==> src/rtl/mux_arb_pkg.sv <==
// ---------------------------------------------------------------------------
// mux_arb_pkg
// Shared definitions for the 8-source round-robin mux arbiter slice.
//   - arb_state_t : FSM encoding (ST_IDLE / ST_GRANT)
//   - N_SRC, SEL_W: number of sources and select width
//   - MAX_HOLD_DEF, HOLD_W_DEF: default tenure limit and tenure counter width
//   - sel_onehot(): select index -> one-hot grant vector
// No ports (package).
// ---------------------------------------------------------------------------
package mux_arb_pkg;

  localparam int N_SRC        = 8;
  localparam int SEL_W        = 3;
  localparam int MAX_HOLD_DEF = 4;
  localparam int HOLD_W_DEF   = 3;

  typedef enum logic {
    ST_IDLE  = 1'b0,
    ST_GRANT = 1'b1
  } arb_state_t;

  function automatic logic [N_SRC-1:0] sel_onehot(input logic [SEL_W-1:0] sel);
    logic [N_SRC-1:0] v;
    v      = '0;
    v[sel] = 1'b1;
    return v;
  endfunction

endpackage

==> src/rtl/mux_8x1.sv <==
// ---------------------------------------------------------------------------
// mux_8x1
// Plain combinational 8:1 single-bit multiplexer; the shared data path.
// Ports:
//   I  in  8  data bit per source
//   S  in  3  select index
//   Y  out 1  I[S]
// ---------------------------------------------------------------------------
module mux_8x1
  import mux_arb_pkg::*;
(
  input  logic [N_SRC-1:0] I,
  input  logic [SEL_W-1:0] S,
  output logic             Y
);

  assign Y = I[S];

endmodule

==> src/rtl/mux_rr_pick.sv <==
// ---------------------------------------------------------------------------
// mux_rr_pick
// Combinational round-robin search: first requester at or after ptr,
// wrapping 7 -> 0.
// Ports:
//   req   in  8  request vector, bit i = source i
//   ptr   in  3  search start index
//   pick  out 3  index of the selected requester (don't care when any=0)
//   any   out 1  at least one request present
// ---------------------------------------------------------------------------
module mux_rr_pick
  import mux_arb_pkg::*;
(
  input  logic [N_SRC-1:0] req,
  input  logic [SEL_W-1:0] ptr,
  output logic [SEL_W-1:0] pick,
  output logic             any
);

  logic [N_SRC-1:0] rot;
  logic [SEL_W-1:0] off;

  // Rotate so the source at ptr lands on bit 0; the lowest set bit of rot is
  // then the distance from ptr to the winner.
  assign rot = N_SRC'({req, req} >> ptr);

  always_comb begin
    off = '0;
    for (int i = N_SRC - 1; i >= 0; i--) begin
      if (rot[i]) off = SEL_W'(i);
    end
  end

  // Un-rotate: 3-bit addition wraps modulo 8.
  assign pick = ptr + off;
  assign any  = |req;

endmodule

==> src/rtl/mux_8x1_rr_arbiter.sv <==
// ---------------------------------------------------------------------------
// mux_8x1_rr_arbiter
// Round-robin arbiter sharing one 8:1 single-bit mux channel between eight
// requesters, with a bounded grant tenure of MAX_HOLD cycles.
//
// Build option: define ARB_LOCK_EN to add the lock input. While lock=1 in
// GRANT the tenure-end release is held off (counter saturates); a dropped
// request still releases. Without ARB_LOCK_EN there is no lock port.
//
// Parameters:
//   MAX_HOLD  max consecutive cycles one requester may hold the grant (1..7)
//   HOLD_W    tenure counter width, 2**HOLD_W > MAX_HOLD
// Ports:
//   clk    in   1  clock, all state on posedge
//   rst_n  in   1  synchronous active-low reset
//   req    in   8  request per source
//   I      in   8  data bit per source
//   lock   in   1  hold current grant past MAX_HOLD (ARB_LOCK_EN only)
//   S      out  3  registered select, index of current/last grantee
//   gnt    out  8  registered one-hot grant, zero when idle
//   Y      out  1  I[S] through mux_8x1
//   valid  out  1  |gnt
// ---------------------------------------------------------------------------
module mux_8x1_rr_arbiter
  import mux_arb_pkg::*;
#(
  parameter int MAX_HOLD = MAX_HOLD_DEF,
  parameter int HOLD_W   = HOLD_W_DEF
)(
  input  logic             clk,
  input  logic             rst_n,
  input  logic [N_SRC-1:0] req,
  input  logic [N_SRC-1:0] I,
`ifdef ARB_LOCK_EN
  input  logic             lock,
`endif
  output logic [SEL_W-1:0] S,
  output logic [N_SRC-1:0] gnt,
  output logic             Y,
  output logic             valid
);

  localparam logic [HOLD_W-1:0] HOLD_LAST = HOLD_W'(MAX_HOLD - 1);

  arb_state_t       state;
  logic [SEL_W-1:0] ptr;
  logic [HOLD_W-1:0] cnt;

  logic             lock_eff;
  logic [SEL_W-1:0] search_base;
  logic [SEL_W-1:0] pick;
  logic             any;
  logic             tenure_end;
  logic             release_now;

`ifdef ARB_LOCK_EN
  assign lock_eff = lock;
`else
  assign lock_eff = 1'b0;
`endif

  // In GRANT the search must already use the post-release pointer (S+1) so a
  // back-to-back grant needs no idle cycle. In IDLE ptr already equals that.
  assign search_base = (state == ST_GRANT) ? (S + SEL_W'(1)) : ptr;

  mux_rr_pick u_pick (
    .req  (req),
    .ptr  (search_base),
    .pick (pick),
    .any  (any)
  );

  assign tenure_end  = (cnt == HOLD_LAST) && !lock_eff;
  assign release_now = !req[S] || tenure_end;

  always_ff @(posedge clk) begin
    if (!rst_n) begin
      state <= ST_IDLE;
      gnt   <= '0;
      S     <= '0;
      ptr   <= '0;
      cnt   <= '0;
    end else begin
      case (state)
        ST_IDLE: begin
          if (any) begin
            state <= ST_GRANT;
            gnt   <= sel_onehot(pick);
            S     <= pick;
            cnt   <= '0;
          end
        end
        ST_GRANT: begin
          if (release_now) begin
            ptr <= S + SEL_W'(1);
            cnt <= '0;
            if (any) begin
              gnt <= sel_onehot(pick);
              S   <= pick;
            end else begin
              // S is left alone so Y stays stable while idle.
              state <= ST_IDLE;
              gnt   <= '0;
            end
          end else if (cnt < HOLD_LAST) begin
            cnt <= cnt + HOLD_W'(1);
          end
        end
        default: begin
          state <= ST_IDLE;
          gnt   <= '0;
        end
      endcase
    end
  end

  assign valid = |gnt;

  mux_8x1 u_mux (
    .I (I),
    .S (S),
    .Y (Y)
  );

endmodule

==> config.mk <==
export PLATFORM = sky130hd
export DESIGN_NAME = mux_8x1_rr_arbiter
export DESIGN_NICKNAME = d
export VERILOG_FILES = /design/src/rtl/mux_arb_pkg.sv /design/src/rtl/mux_8x1.sv /design/src/rtl/mux_rr_pick.sv /design/src/rtl/mux_8x1_rr_arbiter.sv
export SDC_FILE = /design/constraint.sdc
export NUM_CORES = 1
export LEC_CHECK = 0
export CAP_MARGIN = 5
export CORE_MARGIN = 2
export CORE_UTILIZATION = 39
export DETAILED_ROUTE_END_ITERATION = 10
export GPL_TIMING_DRIVEN = 0
export HOLD_SLACK_MARGIN = 0.06
export SYNTH_ARGS = -nofsm -noshare
export SYNTH_HDL_FRONTEND = slang
export SYNTH_SLANG_ARGS = --single-unit
==> constraint.sdc <==
create_clock -name clk -period 7.9 [get_ports clk]
set_input_delay 1.58 -clock clk [delete_from_list [all_inputs] [get_ports clk]]
set_output_delay 1.58 -clock clk [all_outputs]
set_load 0.01 [all_outputs]
# After elaboration in Yosys (flattened, before gate mapping)
# Index checks and enable logic that the tools add are counted.
# op_classes
muxes	29
eq_ne	4
shift	1
bitwise_logic	1
n_lt_le_gt_ge	4
n_div	0
add_sub_neg	3
n_mul	0
reduce_logical	8
# op_table
cell	n
$mux 3	14
$mux 8	3
$pmux 8 s2	1
$reduce_or 8->1	2
$shr 16x3->8	1
$pmux 3 s2	2
$lt 3x4->1 const B	2
$add 3x1->3 const B	2
$bmux 1 s3	2
$reduce_and 2->1	3
$mux 1	5
$add 3x3->3	1
$demux 1 s3	1
$eq 3x2->1 const B	1
$ge 3x1->1 const B	1
$lt 3x2->1 const B	1
$ne 3x1->1 const B	1
$ne 2x1->1 const B	1
$ne 2x2->1 const B	1
$pmux 1 s2	1
$logic_and 1x1->1	1
$logic_not 1->1	1
$logic_or 1x1->1	1
$not 1->1	1
# totals
wordCells	55
ramBits	0
inputBits	18
out_inout_bits	13
romBits	0
reg_bits	18
latchBits	0
mem_count	0

# Depth between registers and ports, before layout
# Gate-level depths: netlist of run 1.
# depth
depth_word	19
ltp_mapped	15
ltp_nobuf	14

# Cells and area by module
# From an unflattened synthesis of run 1, not the netlist that was laid out.
# unflattened
hier_cells	164
hier_area_um2	1567.8
# by_module_without_submodules
mod	area_each_um2	cells_per_inst	instances	seq_area_each_um2
mux_8x1_rr_arbiter	984.7	111	1	360.3
mux_rr_pick	519.2	50	1	0.0
mux_8x1	63.8	3	1	0.0

# Least setup slack after synthesis of run 1
# OpenSTA, ideal clock, no wires.
# synth_timing
kind	in2reg
startpoint	input req[7]
endpoint	register gnt[0]
arrival_ps	4179
setup_slack_ps	3603
t_required_ps	7783
n_path_buf	1
cell_stages	12
setup_ps	117
path_cell_list	clkdlybuf4s15_2 nor2b_1 a2111oi_0 a2111oi_0 nor4_1 o32ai_2 nor3b_4 fa_1 xnor2_1 and4_1 or2_4 a32o_1
# synth_between
elab_chain_cells	17
elab_cells_between_ends	27
classes_between	add/sub (1); order compare (2); eq/ne (2); shift (1); mux (16); reduce/logical (5)
# synth_rtl
element	line_no	rtl
start, declared	mux_8x1_rr_arbiter.sv:32	input logic [N_SRC-1:0] req,
$shr 16x3->8	mux_rr_pick.sv:25	assign rot = N_SRC'({req, req} >> ptr);
$mux 3 (8 in series)	mux_rr_pick.sv:30	if (rot[i]) off = SEL_W'(i);
$add 3x3->3	mux_rr_pick.sv:35	assign pick = ptr + off;
$lt 3x4->1 (not written as such) or $ge 3x1->1 (tied branches)	mux_arb_pkg.sv:25	v[sel] = 1'b1;
$logic_and 1x1->1 (not written as such)	mux_arb_pkg.sv:25	
$mux 1 (not written as such)	mux_arb_pkg.sv:25	
$demux 1 s3	mux_arb_pkg.sv:25	
$mux 8	mux_8x1_rr_arbiter.sv:97	if (any) begin
$mux 8	mux_8x1_rr_arbiter.sv:94	if (release_now) begin
$pmux 8 s2	mux_8x1_rr_arbiter.sv:84	case (state)
end signal, assigned	mux_8x1_rr_arbiter.sv:88	gnt <= sel_onehot(pick);
end signal, assigned	mux_8x1_rr_arbiter.sv:98	gnt <= sel_onehot(pick);
end, declared	mux_8x1_rr_arbiter.sv:38	output logic [N_SRC-1:0] gnt,
# Several ways; a longest one is shown, not always the timed one. The select of a mux whose other input is x is not followed.
# A chain may end at the register's enable or synchronous reset.

# Worst setup path in the final report of run 1
# layout_timing
startpoint	input I[7]
endpoint	output Y
# layout_between
elab_chain_cells	2
# layout_rtl
element	line_no	rtl
start, declared	mux_8x1_rr_arbiter.sv:33	input logic [N_SRC-1:0] I,
$bmux 1 s3	mux_8x1.sv:17	assign Y = I[S];
$mux 1 (not written as such)	mux_8x1.sv:17	
end, declared	mux_8x1_rr_arbiter.sv:39	output logic Y,
# No other way between the ends. The select of a mux whose other input is x is not followed.

==> results of run 1 <==
==> synthesized netlist by cell type, types with 2 or more instances <==
cell | n | area (um2)
o31ai_1 | 2 | 15.0
mux4_1 | 2 | 52.6
a2111oi_0 | 8 | 70.1
or2_4 | 2 | 17.5
nor3b_1 | 2 | 15.0
ha_1 | 3 | 37.5
and2_1 | 5 | 31.3
o21a_1 | 3 | 22.5
mux2_1 | 4 | 45.0
a32o_1 | 9 | 90.1
buf_2 | 4 | 20.0
xnor2_1 | 2 | 17.5
inv_1 | 6 | 22.5
mux2i_1 | 16 | 160
mux2_2 | 5 | 56.3
o21ai_0 | 3 | 15.0
and4_1 | 2 | 17.5
mux4_2 | 4 | 90.1
clkbuf_1 | 3 | 11.3
nor3_1 | 2 | 10.0
buf_4 | 3 | 22.5
nor2b_1 | 9 | 56.3
nand2_1 | 15 | 56.3
nand3_1 | 2 | 10.0
dfxtp_1 | 18 | 360
nor2_1 | 17 | 63.8
nor4_1 | 3 | 18.8
a21oi_1 | 7 | 35.0
==> flip-flops by register name, indices dropped and copies added, names as in the netlist <==
signal,flops
S,3
cnt,3
gnt,8
ptr,3
state,1
==> metal layers <==
metal / part of all wire [%] / GRT usage [%] / up-vias
met4: 0.24 / 1.89 / 0
met2: 46 / 27.7 / 36
met3: 4.7 / 3.33 / 2
met5: 0 / 0 / -
met1: 49 / 26.0 / 769
li1: - / - / 792
==> cells by family after synthesis <==
family,after synthesis,synth area share (%)
and+or+nand+nor,66,20.3
AOI/OAI and AO/OA,46,21.6
DFF,18,20.0
muxes,33,24.0
xor gates and xnor gates,4,2.36
buffers and inverters,23,8.66
adders and majority gates,4,3.19
==> power by group through the flow <==
stage               logic [mW]  clock network [mW]  registers (mW)
floorplan                0.382                   0           0.147
finish                   0.527              0.0611           0.143
detailed placement       0.527                   0           0.145
CTS                      0.529              0.0642           0.143
global route             0.581              0.0681           0.146
global placement         0.527                   0           0.145
==> worst max path at each step <==
| stage | to | start | slack (ns) | depth (start not counted) |
|---|---|---|---|---|
| final | Y | I[7] | 3.14 | 4 |
| after global routing | gnt[4]$_SDFFE_PN0P_ | req[6] | 3.01 | 10 |
| after CTS | Y | I[7] | 3.14 | 4 |
| after detailed placement | gnt[0]$_SDFFE_PN0P_ | req[6] | 3.00 | 12 |
| after global placement | gnt[3]$_SDFFE_PN0P_ | req[6] | 2.99 | 12 |
| after floorplan | gnt[0]$_SDFFE_PN0P_ | req[7] | 3.60 | 12 |
==> per-stage QoR <==
| step | area [um2] | utilization, % | setup WS [ns] | total power [mW] |
|---|---|---|---|---|
| 5_1_grt | 2150 | 48.8 | 3.01 | 0.795 |
| 3_3_place_gp | 2110 | 47.8 | 2.99 | 0.672 |
| 3_5_place_dp | 2110 | 47.8 | 3.00 | 0.672 |
| 4_1_cts | 2150 | 48.8 | 3.14 | 0.736 |
| 6_report | 2150 | 48.8 | 3.14 | 0.731 |
| 2_1_floorplan | 1810 | - | 3.60 | 0.529 |
==> cell type report <==
| class | instances | area (um2) |
|---|---|---|
| Buffer | 16 | 130 |
| Clock buffer | 3 | 41.3 |
| Fill cell | 419 | 2260 |
| Inverter | 7 | 26.3 |
| Multi-Input combinational cell | 153 | 1290 |
| Sequential cell | 18 | 360 |
| Tap cell | 52 | 65.1 |
| Timing Repair Buffer | 24 | 240 |
==> critical path, cell delays in order <==
cell	delay, ns
clkdlybuf4s50_1	0.39
mux4_2	0.45
mux2_2	0.27
clkdlybuf4s50_1	0.49
==> results.yml, run 1 <==
outcome:
  status: "finished, final reports clean"
critical_path:
  regToRegSetupSlack_ns: 3.90
  endpoint_kind: "output port"
  critPathKind: "input port to output port"
  reg2reg_from: "S[1]$_SDFFE_PN0P_"
  worstSetupStartpointType: "input port"
  arrival_ns: 3.18
  r2r_end: "gnt[3]$_SDFFE_PN0P_"
  worst-r2r-cell-count: 12
  required_ns: 6.32
  cp_max_fo: 1
synthesis:
  synthCells: 194
  synthDistinctLibCells: 61
  yosys_register_bits: 18
  synth-edff-count: 0
  async_flop_share_pct: 0
  synth_warnings: 0
  avgSynthCellArea_um2: 9.31
  synth_ff_type: "dfxtp_1"
  synth_seq_area_share_pct: 20.0
  synth_area_mm2: 0.00181
  synth_fp_nets: 216
clocking:
  clk_path_buf_depth: 2
  clk_latency_ns: 0.25
  cts_tree: "yes"
  cts-root-buf: "clkbuf_8"
  clk_pin_slew_ns: 0.06
  postCtsSetupBuffers: 0
  htreeDepth: 1
  cts_buffers: 3
  ctsResizeCount: 0
  clock-sinks: 18
  cts_hold_buf: 0
timing:
  setup_violations: 0
  hold_ws_ns: 0.503
  hold_viol: 0
  period_share_pct: 60.2
  post-route-min-period_ns: 4.76
  slew_headroom_pct: 61.1
  max_freq_mhz: 210
  rsz0062_at_grt: "no"
  setup_tns_ns: 0
  clock_skew_ns: 0.00354
  worst_pin_slew_ns: 0.573
  maxSlewViolCount: 0
die:
  die_w_um: 72.0
  die_h_um: 72.0
  initial_core_util_pct: 40.9
  core_area_mm2: 0.00441
  io_pins: 31
  num_rows: 24
  dieArea_mm2: 0.00519
detailed_routing:
  wl_um: 4200
  wl_per_cell_um: 15.4
  drtPass1Iterations: 4
  vias_per_cell: 5.86
  drc: 0
  vias: 1599
  drtIter0Drc: 141
  ant_nets: 0
layout:
  layout.nets: 245
  area_growth_pct: 19.2
  drive_above_1_share_pct: 19.0
  final_common_cell: "clkdlybuf4s50_1"
  antennaDiodeCount: 0
  layout_common_cells: "24 x clkdlybuf4s50_1, 18 x dfxtp_1, 17 x nor2_1"
  stdcell_count: 273
power:
  p_sw_uw: 315
  p_leak_nw: 0.840
  power_frac_comb_pct: 72.1
  internal_power_uw: 416
  pwr-share-clk_pct: 8.4
  ir_worst_vdd_mv: 0.140
  seqPwrFrac_pct: 19.5
  p_per_area_mw_per_mm2: 339
  switching_share_pct: 43.1
global_route:
  grt_max_degree: 11
  grt_pass1_vias: 1529
  grt.total_usage_pct: 17.6
  grt_overflow: 0
  grt_pass1_wl_um: 7400
  antenna_found_initial: 0
placement:
  portBuffers: 24
  dp.cells: 270
  gp_congestion: 0.827
  dp.final_hpwl_um: 3260
min_path:
  worstHoldPathCells: 1
  holdPathEnd: "gnt[2]$_SDFFE_PN0P_"
  hold_path_class: "flop to flop"
  min_from: "gnt[2]$_SDFFE_PN0P_"
job:
  maxCapViolCount: 0
No activity file was read; power rests on OpenSTA's default activity.
==> run 2, diff against run 1 <==
==> constraint.sdc (replaced) <==
create_clock -name clk -period 4.3 [get_ports clk]
set_input_delay 0.86 -clock clk [delete_from_list [all_inputs] [get_ports clk]]
set_output_delay 0.86 -clock clk [all_outputs]
set_load 0.01 [all_outputs]
==> results.yml, run 2 (synthesized netlist as in run 1, its figures left out) <==
layout:
  largest_reg_flops: 8
  top_register: "gnt"
  layout_common_cells: "24 x clkdlybuf4s50_1, 18 x dfxtp_1, 17 x nor2_1"
  layout.nets: 245
  antennaDiodeCount: 0
  area_growth_pct: 19.5
  drive_above_1_share_pct: 19.5
  final_common_cell: "clkdlybuf4s50_1"
  stdcell_count: 273
  final_area_mm2: 0.00216
timing:
  setup_violations: 0
  clock_skew_ns: 0.00250
  maxSlewViolCount: 0
  setup_tns_ns: 0
  hold_viol: 0
  hold_ws_ns: 0.502
  slew_headroom_pct: 61.6
  rsz0062_at_grt: "no"
  worst_pin_slew_ns: 0.565
  period_share_pct: 93.1
  max_freq_mhz: 250
  post-route-min-period_ns: 4.00
power:
  p_leak_nw: 0.842
  ir_worst_vdd_mv: 0.267
  power_mw: 1.35
  p_per_area_mw_per_mm2: 625
detailed_routing:
  vias_per_cell: 5.89
  wl_um: 4210
  vias: 1607
  drtIter0Drc: 138
  ant_nets: 0
  drtPass1Iterations: 4
  drc: 0
  wl_per_cell_um: 15.4
min_path:
  hold_path_class: "flop to flop"
  min_from: "gnt[2]$_SDFFE_PN0P_"
critical_path:
  regToRegSetupSlack_ns: 0.30
  worst-r2r-cell-count: 12
  required_ns: 4.44
  crit_end: "gnt[3]$_SDFFE_PN0P_"
  critPathKind: "flop to flop"
  startpoint: "S[1]$_SDFFE_PN0P_"
  r2r_end: "gnt[3]$_SDFFE_PN0P_"
  endpoint_kind: "flop"
  reg2reg_from: "S[1]$_SDFFE_PN0P_"
  arrival_ns: 4.14
  worstSetupStartpointType: "flop"
  cp_max_fo: 8
clocking:
  clk_latency_ns: 0.25
  clk_path_buf_depth: 2
  postCtsSetupBuffers: 0
  cts-root-buf: "clkbuf_8"
  clock-sinks: 18
  cts_tree: "yes"
  clk_pin_slew_ns: 0.06
  cts_hold_buf: 0
  cts_buffers: 3
  htreeDepth: 1
die:
  die_h_um: 72.0
  num_rows: 24
  core_area_mm2: 0.00441
  io_pins: 31
  dieArea_mm2: 0.00519
  die_w_um: 72.0
  initial_core_util_pct: 40.9
placement:
  gp_congestion: 0.827
  dp.final_hpwl_um: 3260
  dp.cells: 270
  placement.cell_area_mm2: 0.00211
  portBuffers: 24
job:
  maxCapViolCount: 0
global_route:
  grt_pass1_wl_um: 7400
  grt_overflow: 0
  grt.total_usage_pct: 17.6
  grt_max_degree: 11
  antenna_found_initial: 0
  grt_pass1_vias: 1529
outcome:
  status: "finished, final reports clean"
run 2: where the power goes:
group	switching [mW]	internal, mW
sequential	0.0486	0.213
combinational	0.482	0.491
clock	0.0503	0.0620
run 2: final cells by class:
type / count / area, um2
fill: 419 / 2260
multi-input combinational: 153 / 1290
sequential: 18 / 360
timing repair buffer: 24 / 240
buffer: 16 / 130
tap: 52 / 65.1
clock buffer: 3 / 41.3
inverter: 7 / 26.3
run 2: layer usage:
metal  track usage, %  part of all wire [%]  routed length, um  vias to the layer above
met4             1.89                  0.24                 10                        0
met5                0                     0                  0                        -
met3             3.33                   4.7                197                        2
li1                 -                     -                  -                      793
met2             27.7                    46               1950                       36
met1             26.0                    49               2050                      776
run 2: worst max-delay path, cell delays in order (launching register included):
cell and delay, ns:
dfxtp_1 0.51, ha_1 0.26, xor2_2 0.39, a21o_4 0.24
mux2_1 0.36, mux2_2 0.32, nor3b_1 0.35, a21oi_1 0.15
fa_1 0.45, xnor2_1 0.15, and4_1 0.25, or2_4 0.26
a32o_1 0.22
run 2: per-stage QoR:
| step | utilization (%) | worst slack (ns) |
|---|---|---|
| after floorplan | - | 0.626 |
| after CTS | 48.8 | 0.299 |
| after detailed placement | 47.8 | 0.120 |
| after global routing | 48.9 | 0.0260 |
| final | 48.9 | 0.297 |
| after global placement | 47.8 | 0.107 |
run 2: repair_timing:
| action | CTS | global route |
|---|---|---|
| gates resized for setup | 0 | 1 |
| setup endpoints to repair | 0 | 4 |
| hold endpoints to repair | 0 | 0 |
run 2: worst min-delay path by stage:
stage / end / cells after the start
final: gnt[2]$_SDFFE_PN0P_ / 1
after CTS: gnt[7]$_SDFFE_PN0P_ / 1
after floorplan: cnt[2]$_SDFFE_PN0P_ / 1
after global routing: gnt[3]$_SDFFE_PN0P_ / 1
after detailed placement: gnt[7]$_SDFFE_PN0P_ / 1
after global placement: gnt[2]$_SDFFE_PN0P_ / 1
